===== config.mk =====
export PLATFORM = sky130hd
export DESIGN_NAME = mem_stage_flat
export DESIGN_NICKNAME = d
export VERILOG_FILES = /design/src/rtl/mem_stage_pkg.sv /design/src/rtl/mem_stage_if.sv /design/src/rtl/mem_stage_load_align.sv /design/src/rtl/mem_stage.sv /design/src/flat_wrapper.sv
export SDC_FILE = /design/constraint.sdc
export NUM_CORES = 1
export LEC_CHECK = 0
export CAP_MARGIN = 20
export CELL_PAD_IN_SITES_DETAIL_PLACEMENT = 1
export CELL_PAD_IN_SITES_GLOBAL_PLACEMENT = 1
export CORE_AREA = 3 3 161 124
export DETAILED_ROUTE_END_ITERATION = 8
export DIE_AREA = 0 0 164 127
export PLACE_DENSITY_LB_ADDON = 0.1
export SKIP_CTS_REPAIR_TIMING = 1
export SYNTH_ARGS = -nofsm -noshare
export SYNTH_HDL_FRONTEND = slang
export SYNTH_HIERARCHICAL = 1
export SYNTH_SLANG_ARGS = --single-unit

===== constraint.sdc =====
create_clock -name clk -period 5.2 [get_ports clk]
set_clock_uncertainty 0.2 [all_clocks]
set_input_delay 1.04 -clock clk [delete_from_list [all_inputs] [get_ports clk]]
set_output_delay 1.04 -clock clk [all_outputs]
set_load 0.01 [all_outputs]

===== src/rtl/mem_stage_pkg.sv =====
// Shared definitions for the MEM pipeline stage: access size codes,
// FSM state encoding and the byte-enable helper.
package mem_pkg;

   localparam logic [1:0] SZ_BYTE = 2'b00;
   localparam logic [1:0] SZ_HALF = 2'b01;
   localparam logic [1:0] SZ_WORD = 2'b10;

   typedef enum logic {
      ST_IDLE   = 1'b0,
      ST_ACCESS = 1'b1
   } state_t;

   // be[0] is the most significant byte lane (bits [0:7]); offset is addr[30:31]
   function automatic logic [0:3] be_for(input logic [1:0] size, input logic [1:0] offset);
      logic [0:3] be;
      case (size)
         SZ_BYTE: be = 4'b1000 >> offset;
         SZ_HALF: be = offset[1] ? 4'b0011 : 4'b1100;
         SZ_WORD: be = 4'b1111;
         default: be = 4'b1111;
      endcase
      return be;
   endfunction

endpackage


===== src/rtl/mem_stage_if.sv =====
// Data-memory request/ready bus between the MEM stage (master) and memory (slave).
// Big-endian bit numbering: bit 0 is the most significant bit.
interface mem_stage_if;
   logic        req;
   logic        we;
   logic [0:31] addr;
   logic [0:3]  be;
   logic [0:31] wdata;
   logic        ready;
   logic [0:31] rdata;

   modport master (output req, we, addr, be, wdata, input ready, rdata);
   modport slave  (input req, we, addr, be, wdata, output ready, rdata);
endinterface


===== src/rtl/mem_stage_load_align.sv =====
// Combinational load alignment: picks the addressed byte/half out of the
// read word, right-justifies it and sign- or zero-extends it.
module load_align
   import mem_pkg::*;
(
   input  logic [0:31] i_rdata,
   input  logic [1:0]  i_offset,
   input  logic [1:0]  i_size,
   input  logic        i_sign,
   output logic [0:31] o_data
);

   logic [0:7]  w_byte;
   logic [0:15] w_half;

   // Lane select then extension; bit 0 of each slice is its sign bit
   always_comb begin
      w_byte = i_rdata[{i_offset, 3'b000} +: 8];
      w_half = i_rdata[{i_offset[1], 4'b0000} +: 16];
      case (i_size)
         SZ_BYTE: o_data = {{24{i_sign & w_byte[0]}}, w_byte};
         SZ_HALF: o_data = {{16{i_sign & w_half[0]}}, w_half};
         default: o_data = i_rdata;
      endcase
   end

endmodule


===== src/rtl/mem_stage.sv =====
// Pipeline MEM stage: multi-cycle dmem handshake, store lane formation, load
// alignment and the MEM/WB register. MEM_MISALIGN_TRAP_EN drops misaligned accesses.
module mem_stage
   import mem_pkg::*;
#(
   parameter int REG_ADDR_W = 6,
   parameter int XLEN       = 32
) (
   input  logic                  clk,
   input  logic                  reset,
   input  logic                  ex_valid_i,
   input  logic                  ex_load_i,
   input  logic                  ex_store_i,
   input  logic [1:0]            ex_size_i,
   input  logic                  ex_sign_i,
   input  logic [0:XLEN-1]       ex_addr_i,
   input  logic [0:XLEN-1]       ex_wdata_i,
   input  logic [0:XLEN-1]       ex_result_i,
   input  logic [REG_ADDR_W-1:0] ex_rw_i,
   input  logic                  ex_rwe_i,
   output logic                  stall_o,
   mem_stage_if.master           mem,
   output logic                  wb_valid_o,
   output logic [0:XLEN-1]       wb_data_o,
   output logic [REG_ADDR_W-1:0] wb_rw_o,
   output logic                  wb_rwe_o,
   output logic                  misalign_o
);

   state_t                r_state, w_state_nxt;
   logic [0:29]           r_waddr;
   logic [1:0]            r_off, r_size;
   logic                  r_sign, r_we, r_rwe;
   logic [0:3]            r_be;
   logic [0:XLEN-1]       r_wdata;
   logic [REG_ADDR_W-1:0] r_rw;
   logic                  r_wb_valid, r_wb_rwe, r_misalign;
   logic [0:XLEN-1]       r_wb_data;
   logic [REG_ADDR_W-1:0] r_wb_rw;

   logic                  w_is_mem, w_trap, w_capture;
   logic [1:0]            w_offset;
   logic [0:XLEN-1]       w_wdata_rep, w_load_data;
   logic                  w_wb_valid, w_wb_rwe, w_misalign;
   logic [0:XLEN-1]       w_wb_data;
   logic [REG_ADDR_W-1:0] w_wb_rw;

`ifdef MEM_MISALIGN_TRAP_EN
   // Misalignment detection on the incoming access
   always_comb begin
      case (ex_size_i)
         SZ_BYTE: w_trap = 1'b0;
         SZ_HALF: w_trap = ex_addr_i[31];
         default: w_trap = |ex_addr_i[30:31];
      endcase
   end
`else
   assign w_trap = 1'b0;
`endif

   // Offset forced to natural alignment; store data replicated across lanes
   always_comb begin
      w_is_mem = ex_load_i | ex_store_i;
      case (ex_size_i)
         SZ_BYTE: begin
            w_offset    = ex_addr_i[30:31];
            w_wdata_rep = {4{ex_wdata_i[24:31]}};
         end
         SZ_HALF: begin
            w_offset    = {ex_addr_i[30], 1'b0};
            w_wdata_rep = {2{ex_wdata_i[16:31]}};
         end
         default: begin
            w_offset    = 2'b00;
            w_wdata_rep = ex_wdata_i;
         end
      endcase
   end

   load_align u_load_align (
      .i_rdata  (mem.rdata),
      .i_offset (r_off),
      .i_size   (r_size),
      .i_sign   (r_sign),
      .o_data   (w_load_data)
   );

   // FSM next state and next MEM/WB contents; bubble by default
   always_comb begin
      w_state_nxt = r_state;
      w_capture   = 1'b0;
      w_wb_valid  = 1'b0;
      w_wb_rwe    = 1'b0;
      w_wb_data   = r_wb_data;
      w_wb_rw     = r_wb_rw;
      w_misalign  = 1'b0;
      case (r_state)
         ST_IDLE: begin
            if (ex_valid_i && w_is_mem && w_trap) begin
               w_misalign = 1'b1;
            end else if (ex_valid_i && w_is_mem) begin
               w_capture   = 1'b1;
               w_state_nxt = ST_ACCESS;
            end else if (ex_valid_i) begin
               w_wb_valid = 1'b1;
               w_wb_data  = ex_result_i;
               w_wb_rw    = ex_rw_i;
               w_wb_rwe   = ex_rwe_i;
            end else begin
               w_state_nxt = ST_IDLE;
            end
         end
         ST_ACCESS: begin
            if (mem.ready) begin
               w_state_nxt = ST_IDLE;
               w_wb_valid  = 1'b1;
               w_wb_rw     = r_rw;
               w_wb_rwe    = r_we ? 1'b0 : r_rwe;
               w_wb_data   = r_we ? {XLEN{1'b0}} : w_load_data;
            end else begin
               w_state_nxt = ST_ACCESS;
            end
         end
         default: w_state_nxt = ST_IDLE;
      endcase
   end

   // State register
   always_ff @(posedge clk or posedge reset) begin
      if (reset) r_state <= ST_IDLE;
      else       r_state <= w_state_nxt;
   end

   // Holding registers for the outstanding access (store wins over load)
   always_ff @(posedge clk or posedge reset) begin
      if (reset) begin
         r_waddr <= 30'd0;
         r_off   <= 2'b00;
         r_size  <= 2'b00;
         r_sign  <= 1'b0;
         r_we    <= 1'b0;
         r_rwe   <= 1'b0;
         r_be    <= 4'b0000;
         r_wdata <= {XLEN{1'b0}};
         r_rw    <= {REG_ADDR_W{1'b0}};
      end else if (w_capture) begin
         r_waddr <= ex_addr_i[0:29];
         r_off   <= w_offset;
         r_size  <= ex_size_i;
         r_sign  <= ex_sign_i;
         r_we    <= ex_store_i;
         r_rwe   <= ex_rwe_i;
         r_be    <= be_for(ex_size_i, w_offset);
         r_wdata <= w_wdata_rep;
         r_rw    <= ex_rw_i;
      end
   end

   // MEM/WB register and misalign pulse
   always_ff @(posedge clk or posedge reset) begin
      if (reset) begin
         r_wb_valid <= 1'b0;
         r_wb_rwe   <= 1'b0;
         r_wb_data  <= {XLEN{1'b0}};
         r_wb_rw    <= {REG_ADDR_W{1'b0}};
         r_misalign <= 1'b0;
      end else begin
         r_wb_valid <= w_wb_valid;
         r_wb_rwe   <= w_wb_rwe;
         r_wb_data  <= w_wb_data;
         r_wb_rw    <= w_wb_rw;
         r_misalign <= w_misalign;
      end
   end

   assign stall_o    = (r_state == ST_ACCESS);
   assign mem.req    = (r_state == ST_ACCESS);
   assign mem.we     = r_we;
   assign mem.addr   = {r_waddr, 2'b00};
   assign mem.be     = r_be;
   assign mem.wdata  = r_wdata;
   assign wb_valid_o = r_wb_valid;
   assign wb_rwe_o   = r_wb_rwe;
   assign wb_data_o  = r_wb_data;
   assign wb_rw_o    = r_wb_rw;
   assign misalign_o = r_misalign;

endmodule


===== src/flat_wrapper.sv =====
// flat-port wrapper written by rule: the top's interface ports become plain ports
module mem_stage_flat import mem_pkg::*;
#(
   parameter int REG_ADDR_W = 6,
   parameter int XLEN       = 32
)
  (clk, reset, ex_valid_i, ex_load_i, ex_store_i, ex_size_i, ex_sign_i, ex_addr_i, ex_wdata_i, ex_result_i, ex_rw_i, ex_rwe_i, stall_o, wb_valid_o, wb_data_o, wb_rw_o, wb_rwe_o, misalign_o, mem_req, mem_we, mem_addr, mem_be, mem_wdata, mem_ready, mem_rdata);
  mem_stage_if mem_i ();
  input  logic clk;
  input  logic reset;
  input  logic ex_valid_i;
  input  logic ex_load_i;
  input  logic ex_store_i;
  input  logic [1:0] ex_size_i;
  input  logic ex_sign_i;
  input  logic [0:XLEN-1] ex_addr_i;
  input  logic [0:XLEN-1] ex_wdata_i;
  input  logic [0:XLEN-1] ex_result_i;
  input  logic [REG_ADDR_W-1:0] ex_rw_i;
  input  logic ex_rwe_i;
  output logic stall_o;
  output logic wb_valid_o;
  output logic [0:XLEN-1] wb_data_o;
  output logic [REG_ADDR_W-1:0] wb_rw_o;
  output logic wb_rwe_o;
  output logic misalign_o;
  output wire logic [$bits(mem_i.req)-1:0] mem_req;
  output wire logic [$bits(mem_i.we)-1:0] mem_we;
  output wire logic [$bits(mem_i.addr)-1:0] mem_addr;
  output wire logic [$bits(mem_i.be)-1:0] mem_be;
  output wire logic [$bits(mem_i.wdata)-1:0] mem_wdata;
  input wire logic [$bits(mem_i.ready)-1:0] mem_ready;
  input wire logic [$bits(mem_i.rdata)-1:0] mem_rdata;
  assign mem_req = mem_i.req;
  assign mem_we = mem_i.we;
  assign mem_addr = mem_i.addr;
  assign mem_be = mem_i.be;
  assign mem_wdata = mem_i.wdata;
  assign mem_i.ready = mem_ready;
  assign mem_i.rdata = mem_rdata;
  mem_stage #(.REG_ADDR_W(REG_ADDR_W), .XLEN(XLEN)) u_core (.clk(clk), .reset(reset), .ex_valid_i(ex_valid_i), .ex_load_i(ex_load_i), .ex_store_i(ex_store_i), .ex_size_i(ex_size_i), .ex_sign_i(ex_sign_i), .ex_addr_i(ex_addr_i), .ex_wdata_i(ex_wdata_i), .ex_result_i(ex_result_i), .ex_rw_i(ex_rw_i), .ex_rwe_i(ex_rwe_i), .stall_o(stall_o), .mem(mem_i), .wb_valid_o(wb_valid_o), .wb_data_o(wb_data_o), .wb_rw_o(wb_rw_o), .wb_rwe_o(wb_rwe_o), .misalign_o(misalign_o));
endmodule

## After elaboration in Yosys (flattened, before gate mapping)

Cells that the tools add are included.

| word-level totals | value |
|---|---|
| register bits | 120 |
| bits of input ports | 144 |
| output and inout bits | 112 |

| operators by class | value |
|---|---|
| equal/unequal tests | 5 |
| shift operators | 3 |
| multiplexer cells | 27 |
| bitwise operators | 6 |
| reductions and logical operators | 4 |

Operators with widths:

| kind | count |
|---|---|
| $pmux 32 s2 | 3 |
| $mux 32 | 4 |
| $shiftx 32x6->33 | 2 |
| $mux 6 | 3 |
| $not 5->6 | 2 |
| $pmux 6 s2 | 1 |
| $mux 1 | 10 |
| $pmux 4 s2 | 1 |
| $ne 2x2->1 const B | 3 |
| $pmux 1 s2 | 3 |
| $eq 2x1->1 const B | 2 |
| $logic_not 2->1 | 2 |
| $mux 4 | 1 |
| $pmux 2 s2 | 1 |
| $shr 4x2->4 const A | 1 |
| $reduce_and 3->1 | 1 |
| $and 1x1->1 | 2 |
| $logic_and 1x1->1 | 1 |
| $not 1->1 | 1 |
| $or 1x1->1 | 1 |

## Longest topological paths before layout

Gate-level depths: netlist (run 1).

| depth | value |
|---|---|
| word-level depth | 7 |
| mapped depth | 8 |
| depth with buffers taken out | 6 |

## By module

Netlist (run 1), hierarchy kept.

Modules (own cells, without submodules):

| module | times used | cells each | area an instance (µm²) | sequential area each (µm²) |
|---|---|---|---|---|
| mem_stage | 1 | 390 | 5307.6 | 3002.9 |
| load_align | 1 | 106 | 773.2 | 0.0 |

## Least setup slack after synthesis (run 1)

No wires, ideal clock.

| timing | value |
|---|---|
| path type | input to register |
| from | in mem_rdata[23] |
| to | reg u_core.r_wb_data (netlist bit u_core/wb_data_o[18]) |
| arrival | 2.241 ns |
| data required time | 4.875 ns |
| slack | 2.635 ns |
| cell stages on the path | 6 |
| path through | mux2_4 a22oi_4 buf_6 o221ai_2 a22o_1 mux2_2 |

| between the ends | value |
|---|---|
| word-level cells in the longest chain between the ends | 6 |
| elaborated cells on any way between the ends | 7 |
| those cells by class | 2 x shift; 4 x mux; 1 x bitwise |

Ends and longest elaborated chain:

| item | line | source |
|---|---|---|
| start, declared | flat_wrapper.sv:33 | `input wire logic [$bits(mem_i.rdata)-1:0] mem_rdata;` |
| $shiftx 32x6->33 | mem_stage_load_align.sv:18 | `w_byte = i_rdata[{i_offset, 3'b000} +: 8];` |
| $and 1x1->1 | mem_stage_load_align.sv:21 | `SZ_BYTE: o_data = {{24{i_sign & w_byte[0]}}, w_byte};` |
| $pmux 32 s2 (*) | mem_stage_load_align.sv:20 | `case (i_size)` |
| net u_core.w_load_data, one bit | mem_stage.sv:43 | `logic [0:XLEN-1] w_wdata_rep, w_load_data;` |
| $mux 32 (*) | mem_stage.sv:119 | `w_wb_data = r_we ? {XLEN{1'b0}} : w_load_data;` |
| $mux 32 (*) | mem_stage.sv:114 | `if (mem.ready) begin` |
| $pmux 32 s2 (*) | mem_stage.sv:97 | `case (r_state)` |
| end signal, assigned | mem_stage.sv:164 | `r_wb_data <= {XLEN{1'b0}};` |
| end signal, assigned | mem_stage.sv:170 | `r_wb_data <= w_wb_data;` |
| end, declared | mem_stage.sv:38 | `logic [0:XLEN-1] r_wb_data;` |

The timed path passes the listed nets; every way through them passes the cells marked *. The select of a mux whose other input is x is not followed.
A chain may end at the register's enable or synchronous reset.

## Final worst setup path (run 1)

| timing | value |
|---|---|
| from | in ex_valid_i |
| to | reg u_core.r_wb_data (netlist bit u_core/wb_data_o[27]) |

| between the ends | value |
|---|---|
| word-level cells in the longest chain between the ends | 3 |
| elaborated cells on any way between the ends | 4 |
| those cells by class | 2 x eq/ne; 2 x reduce/logical |

Ends and longest elaborated chain:

| item | line | source |
|---|---|---|
| start, declared | flat_wrapper.sv:11 | `input logic ex_valid_i;` |
| $logic_and 1x1->1 | n/a |  |
| $ne 2x2->1 (no source line) | n/a |  |
| $reduce_and 3->1 (no source line) (*) | n/a |  |

Every way passes the cells marked *; elsewhere a longest branch is shown, timed or not.

==> flow_results.xml, run 1 <==
<?xml version="1.0" encoding="UTF-8"?>
<metrics>
  <group name="critical_path">
    <metric name="crit_path_leading_delay_family" unit="">buffers and inverters</metric>
    <metric name="cp_max_fo" unit="">21</metric>
    <metric name="category_of_the_critical_setup_timing_path" unit="">in2reg</metric>
    <metric name="r2r-start" unit="">u_core/mem.req</metric>
    <metric name="crit_path_start" unit="">ex_valid_i</metric>
    <metric name="cp-end-kind" unit="">flip-flop</metric>
    <metric name="critPathBufInv" unit="">2</metric>
    <metric name="worstPathRequired" unit="ns">5.29</metric>
    <metric name="critical-path-max-stage-delay" unit="ns">0.85</metric>
    <metric name="crit_path_top_delay_cell" unit="">o21ai_4</metric>
    <metric name="crit_path_cell_trace" unit="">clkdlybuf4s50_1, nand2b_1, o21ai_4, buf_4, mux2_2</metric>
    <metric name="regToRegEndpoint" unit="">u_core/wb_data_o[27]</metric>
    <metric name="reg2reg_setup_slack" unit="ns">1.94</metric>
    <metric name="timing.critical_path.from_type" unit="">primary input</metric>
    <metric name="worstRegToRegCells" unit="">4</metric>
    <metric name="worst_ep_arrival_time" unit="ns">3.69</metric>
  </group>
  <group name="hold_path">
    <metric name="timing.hold.worst.class" unit="">reg2reg</metric>
    <metric name="timing.hold.worst_endpoint" unit="">u_core/r_rw[0]</metric>
    <metric name="min_path_cells" unit="">1</metric>
    <metric name="hold_start" unit="">u_core/r_rw[0]</metric>
  </group>
  <group name="run">
    <metric name="max_capacitance_violation_total" unit="">0</metric>
  </group>
  <group name="power">
    <metric name="switching_share" unit="%">30.78</metric>
    <metric name="clk_network_pwr_share" unit="%">29.9</metric>
    <metric name="power.share.sequential" unit="%">33.4</metric>
    <metric name="net_load_switching_power" unit="µW">1261</metric>
    <metric name="cellPowerDensity" unit="nW/µm²">439.2</metric>
    <metric name="p_leak" unit="µW">0.003742</metric>
    <metric name="vdd.ir_drop.worst" unit="mV">0.2000</metric>
    <metric name="comb_power_share" unit="%">36.8</metric>
    <metric name="internal_power_consumption" unit="µW">2834</metric>
  </group>
  <group name="logic_synthesis">
    <metric name="synth_seq_cells" unit="">120</metric>
    <metric name="synth-seq-area-share" unit="%">49.38</metric>
    <metric name="synth.distinct_cells" unit="">43</metric>
    <metric name="synth-warning-count" unit="">6</metric>
    <metric name="synth_area_per_cell" unit="µm²">12.26</metric>
    <metric name="post_synth_instance_area" unit="µm²">6081</metric>
    <metric name="post_synth_inst_count" unit="">496</metric>
  </group>
  <group name="cts">
    <metric name="clkSlewWorstSetupHoldPaths" unit="ns">0.06</metric>
    <metric name="source_to_sink_clock_delay_at_the_later_pin_of_the_worst_skew_pair" unit="ns">0.41</metric>
    <metric name="cts_htree_levels" unit="">4</metric>
    <metric name="tritoncts.num_buffers" unit="">17</metric>
    <metric name="clockRootBuffer" unit="">clkbuf_16</metric>
    <metric name="cts.sinks" unit="">120</metric>
    <metric name="cts_max_path_buffers" unit="">2</metric>
    <metric name="tritoncts" unit="">yes</metric>
  </group>
  <group name="sta">
    <metric name="max_freq" unit="MHz">277.3</metric>
    <metric name="setup_viol_count_final" unit="">0</metric>
    <metric name="final-hold-violation-count" unit="">0</metric>
    <metric name="maxSlewViolCount" unit="">0</metric>
    <metric name="total_negative_setup_slacks" unit="ns">0</metric>
    <metric name="relSlewSlack" unit="%">34.18</metric>
    <metric name="rsz0062_at_grt" unit="">no</metric>
    <metric name="final.period_utilization" unit="%">69.35</metric>
    <metric name="min_tclk_post_route" unit="ns">3.606</metric>
    <metric name="worst_slew_pin_slew" unit="ns">0.9873</metric>
  </group>
  <group name="final_layout">
    <metric name="drive_gt1_share" unit="%">20.49</metric>
    <metric name="layout.filler_cells" unit="">1918</metric>
    <metric name="final_nets" unit="">874</metric>
    <metric name="antenna_cells_inserted" unit="">0</metric>
    <metric name="design_area" unit="µm²">9324</metric>
    <metric name="area_growth" unit="%">53.33</metric>
  </group>
  <group name="run_status">
    <metric name="outcome" unit="">complete, no violations</metric>
  </group>
  <group name="detailed_routing">
    <metric name="final_antenna_net_count" unit="">0</metric>
    <metric name="drt_iter0_drc" unit="">257</metric>
    <metric name="total_met2_wirelength_after_detailed_routing" unit="µm">9400</metric>
    <metric name="firstDrtPassIters" unit="">5</metric>
    <metric name="met3WireLength" unit="µm">1594</metric>
    <metric name="post-route-drc-count" unit="">0</metric>
    <metric name="viasPerCell" unit="">5.077</metric>
    <metric name="wl_per_cell" unit="µm">21.00</metric>
    <metric name="routed_wirelength" unit="µm">20770</metric>
    <metric name="maxUsedRoutingLayer" unit="">met4</metric>
    <metric name="met1Wirelength" unit="µm">9555</metric>
    <metric name="route.vias.total" unit="">5021</metric>
  </group>
  <group name="floorplan">
    <metric name="die_area" unit="µm²">20830</metric>
    <metric name="core-area" unit="µm²">18450</metric>
    <metric name="core.rowCount" unit="">43</metric>
    <metric name="io_pins" unit="">256</metric>
    <metric name="fp.dieW" unit="µm">164</metric>
    <metric name="initial_core_util" unit="%">32.95</metric>
    <metric name="die_height" unit="µm">127</metric>
  </group>
  <group name="placed_design">
    <metric name="place_hpwl" unit="µm">15390</metric>
    <metric name="place.gp.congestion" unit="">0.8270</metric>
    <metric name="placed_cell_area" unit="µm²">8658</metric>
    <metric name="numPortBuffers" unit="">252</metric>
  </group>
  <group name="grt">
    <metric name="initial_antenna_violation_count" unit="">0</metric>
    <metric name="largest_net_degree_at_the_start_of_global_routing" unit="">73</metric>
    <metric name="aggregate_global_routing_overflow" unit="">0</metric>
    <metric name="grtUsageTotal" unit="%">20.32</metric>
    <metric name="wire_length_of_the_first_global_routing_pass" unit="µm">32550</metric>
    <metric name="vias_in_the_first_global_route" unit="">5468</metric>
  </group>
</metrics>
final cells by class:
cell class              instances  area, µm²  area share (%)
multi-input cells             327       2758           29.58
clock inverters                13      171.4           1.838
flip-flops and latches        120       3003           32.21
well taps                     247      309.0           3.315
clock buffers                  18      439.2           4.710
repair buffers                261       2630           28.21
inverters                       3      13.76          0.1476
flip-flops by register name, indices dropped and copies added (netlist names), 2 cells and up:
signal / count
u_core/mem.wdata: 32
u_core/wb_data_o: 32
u_core/r_waddr: 30
u_core/r_rw: 6
u_core/wb_rw_o: 6
u_core/mem.be: 4
u_core/r_off: 2
u_core/r_size: 2
stage by stage:
| step | hold slack (ns) | util, % | std cells | worst slack (ns) | total power [µW] |
|---|---|---|---|---|---|
| global placement | 0.2782 | 46.92 | 956 | 1.201 | 2849 |
| global route | 0.3181 | 50.53 | 989 | 1.431 | 4343 |
| CTS | 0.3054 | 50.23 | 987 | 1.548 | 4143 |
| finish | 0.3028 | 50.53 | 989 | 1.594 | 4095 |
| detailed placement | 0.2921 | 46.92 | 956 | 1.103 | 2888 |
| floorplan | 0.2628 | - | 498 | 0.7742 | 2106 |
worst max-delay path by stage:
stage,to,cells after the start
5_1_grt,u_core/wb_data_o[19],5
3_5_place_dp,u_core/wb_data_o[19],5
2_1_floorplan,u_core/mem.be[0],1
4_1_cts,u_core/wb_data_o[19],5
6_report,u_core/wb_data_o[27],5
3_3_place_gp,u_core/wb_data_o[14],5
power groups by stage:
| stage | clock [µW] | combinational [µW] | sequential [µW] |
|---|---|---|---|
| after floorplan | 0 | 645 | 1460 |
| after global placement | 0 | 1480 | 1370 |
| after detailed placement | 0 | 1510 | 1380 |
| after CTS | 1260 | 1520 | 1370 |
| after global routing | 1310 | 1630 | 1410 |
| final | 1220 | 1510 | 1370 |
synth_stat cells, drive strengths merged:
master | count | share of area, %
dfrtp | 120 | 49
mux2 | 96 | 18
a21oi | 51 | 4.4
o21ai | 39 | 3.3
a22o | 31 | 4.5
buf | 29 | 4.3
mux2i | 23 | 3.8
clkbuf | 19 | 1.2
nand2 | 14 | 0.86
a22oi | 10 | 1.5
o22a | 9 | 1.3
a222oi | 8 | 1.3
o221ai | 8 | 1.5
a2bb2oi | 7 | 1.0
nor2 | 7 | 0.60
nor2b | 5 | 0.51
nand2b | 3 | 0.31
o211ai | 3 | 0.37
inv | 2 | 0.12
nand3 | 2 | 0.16
nor3 | 2 | 0.25
or2 | 2 | 0.21
clkinv | 1 | 0.062
conb | 1 | 0.062
nor3b | 1 | 0.21
o21bai | 1 | 0.12
o2bb2ai | 1 | 0.14
o31ai | 1 | 0.12
layer usage:
layer / global-route usage (%) / vias up
li1: - / 2336
met1: 27.82 / 2496
met2: 31.32 / 173
met3: 6.872 / 16
met4: 4.625 / 0
met5: 0 / -
layout by cell type (no fill, tap or decap), drive strengths merged, types with 9 or more instances in the layout:
| master | n |
|---|---|
| nand2 | 14 |
| a22oi | 10 |
| clkdlybuf4s50 | 252 |
| mux2 | 96 |
| buf | 9 |
| dfrtp | 120 |
| o22a | 9 |
| clkbuf | 18 |
| o21ai | 39 |
| mux2i | 23 |
| a21oi | 51 |
| a22o | 31 |
kinds of logic (layout without fill, tap and decap cells):
family	count (synthesis)	after routing	share of synthesized area, %
other	1	3	0.06167
multiplexers	119	119	22.24
flip-flops	120	120	49.38
AO/OA/AOI/OAI	169	169	19.49
AND/OR/NAND/NOR	36	36	3.107
buffers and inverters	51	295	5.720
Power figures use the tool's default switching activity.
==> run 2, diff against run 1 <==
--- a/config.mk
+++ b/config.mk
@@ -8,9 +8,9 @@
 export CAP_MARGIN = 20
 export CELL_PAD_IN_SITES_DETAIL_PLACEMENT = 1
 export CELL_PAD_IN_SITES_GLOBAL_PLACEMENT = 1
-export CORE_AREA = 3 3 161 124
+export CORE_AREA = 3 3 169 130
 export DETAILED_ROUTE_END_ITERATION = 8
-export DIE_AREA = 0 0 164 127
+export DIE_AREA = 0 0 172 133
 export PLACE_DENSITY_LB_ADDON = 0.1
 export SKIP_CTS_REPAIR_TIMING = 1
 export SYNTH_ARGS = -nofsm -noshare
==> constraint.sdc (replaced) <==
create_clock -name clk -period 3 [get_ports clk]
set_clock_uncertainty 0.2 [all_clocks]
set_input_delay 0.6 -clock clk [delete_from_list [all_inputs] [get_ports clk]]
set_output_delay 0.6 -clock clk [all_outputs]
set_load 0.01 [all_outputs]
==> run 2 against run 1 <==
Non-clock buffer count up 11; largest power group unchanged; flip-flop and latch count unchanged; clock-buffer cell count up 2; critical path type is now reg2out; critical endpoint is now mem_req.
==> flow_results.xml, run 2 (same netlist as run 1, synthesis figures left out) <==
<?xml version="1.0" encoding="UTF-8"?>
<metrics>
  <group name="sta">
    <metric name="finalWorstSetupSlack" unit="ns">0.4624</metric>
    <metric name="min_tclk_post_route" unit="ns">2.538</metric>
    <metric name="final.period_utilization" unit="%">84.59</metric>
    <metric name="total_negative_setup_slacks" unit="ns">0</metric>
    <metric name="worst_slew_pin_slew" unit="ns">0.6672</metric>
    <metric name="max_freq" unit="MHz">394.1</metric>
    <metric name="rsz0062_at_grt" unit="">no</metric>
    <metric name="relSlewSlack" unit="%">55.52</metric>
    <metric name="final-hold-violation-count" unit="">0</metric>
    <metric name="holdWs" unit="ns">0.2886</metric>
    <metric name="setup_viol_count_final" unit="">0</metric>
    <metric name="maxSlewViolCount" unit="">0</metric>
  </group>
  <group name="cts">
    <metric name="tritoncts" unit="">yes</metric>
    <metric name="cts_max_path_buffers" unit="">2</metric>
    <metric name="source_to_sink_clock_delay_at_the_later_pin_of_the_worst_skew_pair" unit="ns">0.41</metric>
    <metric name="tritoncts.num_buffers" unit="">17</metric>
    <metric name="cts_htree_levels" unit="">4</metric>
    <metric name="clockRootBuffer" unit="">clkbuf_16</metric>
    <metric name="cts.sinks" unit="">120</metric>
    <metric name="clkSlewWorstSetupHoldPaths" unit="ns">0.06</metric>
  </group>
  <group name="detailed_routing">
    <metric name="post-route-drc-count" unit="">0</metric>
    <metric name="route.vias.total" unit="">5128</metric>
    <metric name="viasPerCell" unit="">5.067</metric>
    <metric name="final_antenna_net_count" unit="">0</metric>
    <metric name="wl_per_cell" unit="µm">21.97</metric>
    <metric name="drt_iter0_drc" unit="">292</metric>
    <metric name="routed_wirelength" unit="µm">22230</metric>
    <metric name="firstDrtPassIters" unit="">4</metric>
  </group>
  <group name="floorplan">
    <metric name="core.rowCount" unit="">45</metric>
    <metric name="io_pins" unit="">256</metric>
    <metric name="core-area" unit="µm²">20270</metric>
    <metric name="die_area" unit="µm²">22880</metric>
    <metric name="fp.dieW" unit="µm">172</metric>
    <metric name="initial_core_util" unit="%">30.00</metric>
    <metric name="die_height" unit="µm">133</metric>
  </group>
  <group name="critical_path">
    <metric name="cp-end-kind" unit="">output port</metric>
    <metric name="cp_max_fo" unit="">14</metric>
    <metric name="crit_path_top_delay_cell" unit="">dfrtp_1</metric>
    <metric name="r2r-start" unit="">u_core/r_off[1]</metric>
    <metric name="critical-path-max-stage-delay" unit="ns">0.69</metric>
    <metric name="worstRegToRegCells" unit="">6</metric>
    <metric name="crit_path_start" unit="">u_core/mem.req</metric>
    <metric name="crit_path_cell_trace" unit="">clkdlybuf4s50_1</metric>
    <metric name="worst_ep_arrival_time" unit="ns">1.74</metric>
    <metric name="reg2reg_setup_slack" unit="ns">0.74</metric>
    <metric name="timing.critical_path.from_type" unit="">flip-flop</metric>
    <metric name="regToRegEndpoint" unit="">u_core/wb_data_o[31]</metric>
    <metric name="worstPathRequired" unit="ns">2.20</metric>
    <metric name="critPathBufInv" unit="">1</metric>
    <metric name="category_of_the_critical_setup_timing_path" unit="">reg2out</metric>
    <metric name="timing.critical_path.to" unit="">mem_req</metric>
    <metric name="timing.critical_path.depth" unit="">1</metric>
    <metric name="crit_path_leading_delay_family" unit="">flip-flops</metric>
  </group>
  <group name="final_layout">
    <metric name="drive_gt1_share" unit="%">21.49</metric>
    <metric name="mostFrequentLayoutCells" unit="">252 x clkdlybuf4s50_1, 120 x dfrtp_1, 85 x mux2_2</metric>
    <metric name="layout_commonest_cell" unit="">clkdlybuf4s50_1</metric>
    <metric name="final_nets" unit="">885</metric>
    <metric name="finish.utilization" unit="%">46.81</metric>
    <metric name="area_growth" unit="%">56.03</metric>
    <metric name="antenna_cells_inserted" unit="">0</metric>
  </group>
  <group name="power">
    <metric name="p_leak" unit="µW">0.003817</metric>
    <metric name="vdd.ir_drop.worst" unit="mV">0.3076</metric>
    <metric name="cellPowerDensity" unit="nW/µm²">769.9</metric>
  </group>
  <group name="grt">
    <metric name="largest_net_degree_at_the_start_of_global_routing" unit="">47</metric>
    <metric name="wire_length_of_the_first_global_routing_pass" unit="µm">34410</metric>
    <metric name="initial_antenna_violation_count" unit="">0</metric>
    <metric name="aggregate_global_routing_overflow" unit="">0</metric>
    <metric name="vias_in_the_first_global_route" unit="">5710</metric>
    <metric name="grtUsageTotal" unit="%">19.51</metric>
  </group>
  <group name="run_status">
    <metric name="outcome" unit="">complete, no violations</metric>
  </group>
  <group name="placed_design">
    <metric name="place_hpwl" unit="µm">16630</metric>
    <metric name="numPortBuffers" unit="">252</metric>
    <metric name="pre_cts_slack" unit="ns">0.1505</metric>
    <metric name="place.gp.congestion" unit="">0.8290</metric>
  </group>
  <group name="hold_path">
    <metric name="timing.hold.worst.class" unit="">in2async</metric>
  </group>
  <group name="run">
    <metric name="max_capacitance_violation_total" unit="">0</metric>
  </group>
</metrics>
-- run 2: metrics by stage --
step	instance area, µm²	std cells	power [µW]
2_1_floorplan	6092	498	3651
3_3_place_gp	8836	979	5016
3_5_place_dp	8836	979	5089
4_1_cts	9480	1011	7390
5_1_grt	9488	1012	7705
6_report	9488	1012	7305
-- run 2: cell type report --
cell class | instances | area [µm²]
clock buffer | 20 | 456.7
clock inverter | 12 | 187.7
fill | 2141 | 10780
inverter | 3 | 15.01
multi-input combinational | 327 | 2755
sequential | 120 | 3003
tap | 258 | 322.8
timing repair buffer | 272 | 2748
-- run 2: worst min path at each step --
stage,depth (start not counted),from,endpoint,slack (ns)
2_1_floorplan,2,u_core/r_rwe,u_core/wb_rwe_o,0.26
3_3_place_gp,2,u_core/mem.be[3],u_core/mem.be[3],0.28
3_5_place_dp,2,u_core/mem.be[3],u_core/mem.be[3],0.29
4_1_cts,2,reset,u_core/mem.wdata[27],0.27
5_1_grt,2,reset,u_core/mem.wdata[30],0.30
6_report,2,reset,u_core/mem.wdata[30],0.29
-- run 2: worst register-to-register path: stages (launching register included) --
cell       delay, ns
dfrtp_1         0.44
buf_4           0.24
o21bai_1        0.33
a2bb2oi_1       0.22
o22a_1          0.23
a22o_1          0.23
mux2_2          0.27
-- run 2: power by group --
group	internal (µW)	switching, µW	total [µW]	leakage [µW]
Sequential	2080	286	2360	0.00144
Combinational	1530	1160	2690	0.00207
Clock	1450	801	2250	0.000308
-- run 2: layer usage --
metal / up-vias / track usage [%] / routed length [µm]
li1: 2358 / - / -
met2: 159 / 29.49 / 9982
met4: 0 / 4.566 / 221
met1: 2596 / 27.39 / 10490
met5: - / 0 / 0
met3: 15 / 6.063 / 1531
==> run 3, diff against run 2 <==
--- a/config.mk
+++ b/config.mk
@@ -8,9 +8,9 @@
 export CAP_MARGIN = 20
 export CELL_PAD_IN_SITES_DETAIL_PLACEMENT = 1
 export CELL_PAD_IN_SITES_GLOBAL_PLACEMENT = 1
-export CORE_AREA = 3 3 169 130
+export CORE_AREA = 3 3 161 124
 export DETAILED_ROUTE_END_ITERATION = 8
-export DIE_AREA = 0 0 172 133
+export DIE_AREA = 0 0 164 127
 export PLACE_DENSITY_LB_ADDON = 0.1
 export SKIP_CTS_REPAIR_TIMING = 1
 export SYNTH_ARGS = -nofsm -noshare
==> constraint.sdc (replaced) <==
create_clock -name clk -period 2.54 [get_ports clk]
set_clock_uncertainty 0.2 [all_clocks]
set_input_delay 0.508 -clock clk [delete_from_list [all_inputs] [get_ports clk]]
set_output_delay 0.508 -clock clk [all_outputs]
set_load 0.01 [all_outputs]
==> run 3 against run 2 <==
Flip-flop and latch count unchanged; final area increased by 0.33%; via count up 0.37%; clock-buffer cell count stayed put; worst setup slack got worse by 0.20 ns; cell count about the same; worst hold slack improved by 0.016 ns; sequential share of layout area down 0.10 points; critical path depth up 4; global-route usage is 1.0 points higher; wire length down 3.8%; critical path type is now reg2reg; critical endpoint is now u_core/wb_data_o[8]; largest power group unchanged; highest routed layer unchanged.
==> flow_results.xml, run 3 (same netlist as run 1, synthesis figures left out) <==
<?xml version="1.0" encoding="UTF-8"?>
<metrics>
  <group name="sta">
    <metric name="holdWs" unit="ns">0.3042</metric>
    <metric name="final.period_utilization" unit="%">89.72</metric>
    <metric name="worst_slew_pin_slew" unit="ns">1.086</metric>
    <metric name="relSlewSlack" unit="%">27.45</metric>
    <metric name="max_freq" unit="MHz">438.8</metric>
    <metric name="min_tclk_post_route" unit="ns">2.279</metric>
    <metric name="finalWorstSetupSlack" unit="ns">0.2612</metric>
    <metric name="total_negative_setup_slacks" unit="ns">0</metric>
    <metric name="maxSlewViolCount" unit="">0</metric>
    <metric name="setup_viol_count_final" unit="">0</metric>
    <metric name="rsz0062_at_grt" unit="">no</metric>
    <metric name="final-hold-violation-count" unit="">0</metric>
  </group>
  <group name="floorplan">
    <metric name="core-area" unit="µm²">18450</metric>
    <metric name="io_pins" unit="">256</metric>
    <metric name="fp.dieW" unit="µm">164</metric>
    <metric name="die_area" unit="µm²">20830</metric>
    <metric name="die_height" unit="µm">127</metric>
    <metric name="initial_core_util" unit="%">32.95</metric>
    <metric name="core.rowCount" unit="">43</metric>
  </group>
  <group name="placed_design">
    <metric name="placedCellCount" unit="">979</metric>
    <metric name="numPortBuffers" unit="">252</metric>
    <metric name="pre_cts_slack" unit="ns">-0.05979</metric>
    <metric name="place.gp.congestion" unit="">0.8222</metric>
    <metric name="placed_cell_area" unit="µm²">8937</metric>
    <metric name="place_hpwl" unit="µm">15860</metric>
  </group>
  <group name="final_layout">
    <metric name="final_nets" unit="">895</metric>
    <metric name="area_growth" unit="%">56.54</metric>
    <metric name="layout_commonest_cell" unit="">clkdlybuf4s50_1</metric>
    <metric name="drive_gt1_share" unit="%">22.51</metric>
    <metric name="design_area" unit="µm²">9519</metric>
    <metric name="mostFrequentLayoutCells" unit="">252 x clkdlybuf4s50_1, 120 x dfrtp_1, 85 x mux2_2</metric>
    <metric name="stdcell_count" unit="">1011</metric>
    <metric name="layout.filler_cells" unit="">1923</metric>
    <metric name="antenna_cells_inserted" unit="">0</metric>
  </group>
  <group name="run">
    <metric name="max_capacitance_violation_total" unit="">0</metric>
  </group>
  <group name="power">
    <metric name="vdd.ir_drop.worst" unit="mV">0.5114</metric>
    <metric name="p_leak" unit="µW">0.003851</metric>
    <metric name="cellPowerDensity" unit="nW/µm²">881.1</metric>
  </group>
  <group name="cts">
    <metric name="tritoncts.num_buffers" unit="">17</metric>
    <metric name="cts_max_path_buffers" unit="">2</metric>
    <metric name="clockRootBuffer" unit="">clkbuf_16</metric>
    <metric name="tritoncts" unit="">yes</metric>
    <metric name="source_to_sink_clock_delay_at_the_later_pin_of_the_worst_skew_pair" unit="ns">0.40</metric>
    <metric name="cts_htree_levels" unit="">4</metric>
    <metric name="cts.sinks" unit="">120</metric>
    <metric name="clkSlewWorstSetupHoldPaths" unit="ns">0.06</metric>
  </group>
  <group name="critical_path">
    <metric name="cp_max_fo" unit="">16</metric>
    <metric name="category_of_the_critical_setup_timing_path" unit="">reg2reg</metric>
    <metric name="cp-end-kind" unit="">flip-flop</metric>
    <metric name="timing.critical_path.from_type" unit="">flip-flop</metric>
    <metric name="crit_path_start" unit="">u_core/r_sign</metric>
    <metric name="worstPathRequired" unit="ns">2.69</metric>
    <metric name="r2r-start" unit="">u_core/r_sign</metric>
    <metric name="reg2reg_setup_slack" unit="ns">0.26</metric>
    <metric name="regToRegEndpoint" unit="">u_core/wb_data_o[8]</metric>
    <metric name="worstRegToRegCells" unit="">5</metric>
    <metric name="timing.critical_path.to" unit="">u_core/wb_data_o[8]</metric>
    <metric name="worst_ep_arrival_time" unit="ns">2.43</metric>
  </group>
  <group name="grt">
    <metric name="wire_length_of_the_first_global_routing_pass" unit="µm">32920</metric>
    <metric name="largest_net_degree_at_the_start_of_global_routing" unit="">85</metric>
    <metric name="initial_antenna_violation_count" unit="">0</metric>
    <metric name="grtUsageTotal" unit="%">20.53</metric>
    <metric name="aggregate_global_routing_overflow" unit="">0</metric>
    <metric name="vias_in_the_first_global_route" unit="">5482</metric>
  </group>
  <group name="detailed_routing">
    <metric name="total_met2_wirelength_after_detailed_routing" unit="µm">9677</metric>
    <metric name="maxUsedRoutingLayer" unit="">met4</metric>
    <metric name="final_antenna_net_count" unit="">0</metric>
    <metric name="routed_wirelength" unit="µm">21390</metric>
    <metric name="wl_per_cell" unit="µm">21.15</metric>
    <metric name="drt_iter0_drc" unit="">237</metric>
    <metric name="firstDrtPassIters" unit="">7</metric>
    <metric name="post-route-drc-count" unit="">0</metric>
    <metric name="route.vias.total" unit="">5147</metric>
    <metric name="met3WireLength" unit="µm">1736</metric>
    <metric name="met1Wirelength" unit="µm">9837</metric>
    <metric name="viasPerCell" unit="">5.091</metric>
  </group>
  <group name="run_status">
    <metric name="outcome" unit="">complete, no violations</metric>
  </group>
  <group name="hold_path">
    <metric name="hold_start" unit="">u_core/mem.wdata[11]</metric>
    <metric name="timing.hold.worst.class" unit="">reg2reg</metric>
  </group>
</metrics>
[run 3: cell types whose count changed in the layout (fill, tap and decap cells not counted), sizes merged]
cell	before	now
inv	5	2
clkinvlp	3	4
bufinv	4	2
buf	20	30
clkinv	3	7
[run 3: area by class of cell]
cell class | count | area [µm²] | share of cell area [%]
Sequential cell | 120 | 3003 | 31.55
Timing Repair Buffer | 282 | 2855 | 29.99
Multi-Input combinational cell | 327 | 2755 | 28.94
Clock buffer | 20 | 456.7 | 4.798
Tap cell | 247 | 309.0 | 3.247
Clock inverter | 12 | 125.1 | 1.314
Inverter | 3 | 15.01 | 0.1577
[run 3: how the worst min path moves through the flow]
stage / to / slack [ns] / depth (start not counted)
floorplan: u_core/wb_rwe_o / 0.26 / 2
global placement: u_core/mem.be[3] / 0.28 / 2
detailed placement: u_core/r_rw[1] / 0.29 / 1
CTS: u_core/r_rw[0] / 0.31 / 1
global route: u_core/r_waddr[21] / 0.32 / 1
finish: u_core/mem.wdata[11] / 0.30 / 2
[run 3: layer usage]
| layer | GRT usage (%) | up-vias |
|---|---|---|
| met5 | 0 | - |
| li1 | - | 2384 |
| met2 | 31.05 | 173 |
| met4 | 3.580 | 0 |
| met1 | 28.57 | 2577 |
| met3 | 7.715 | 13 |
[run 3: where the power goes]
part           total, µW  switching [µW]  internal [µW]
clock               2380             889           1490
combinational       3230            1370           1860
sequential          2780             326           2450
total               8390            2590           5800
[run 3: stage by stage]
step,utilization [%],power [µW]
after global placement,48.28,5947
after floorplan,-,4312
after CTS,51.58,8487
final,51.58,8387
after global routing,51.58,8862
after detailed placement,48.43,6034
[run 3: critical path, stage by stage, from the launching register on]
cell and delay (ns):
dfrtp_1 0.37, nor2b_1 0.86, a21oi_1 0.21, a21oi_1 0.25, a22o_1 0.18, mux2_4 0.15
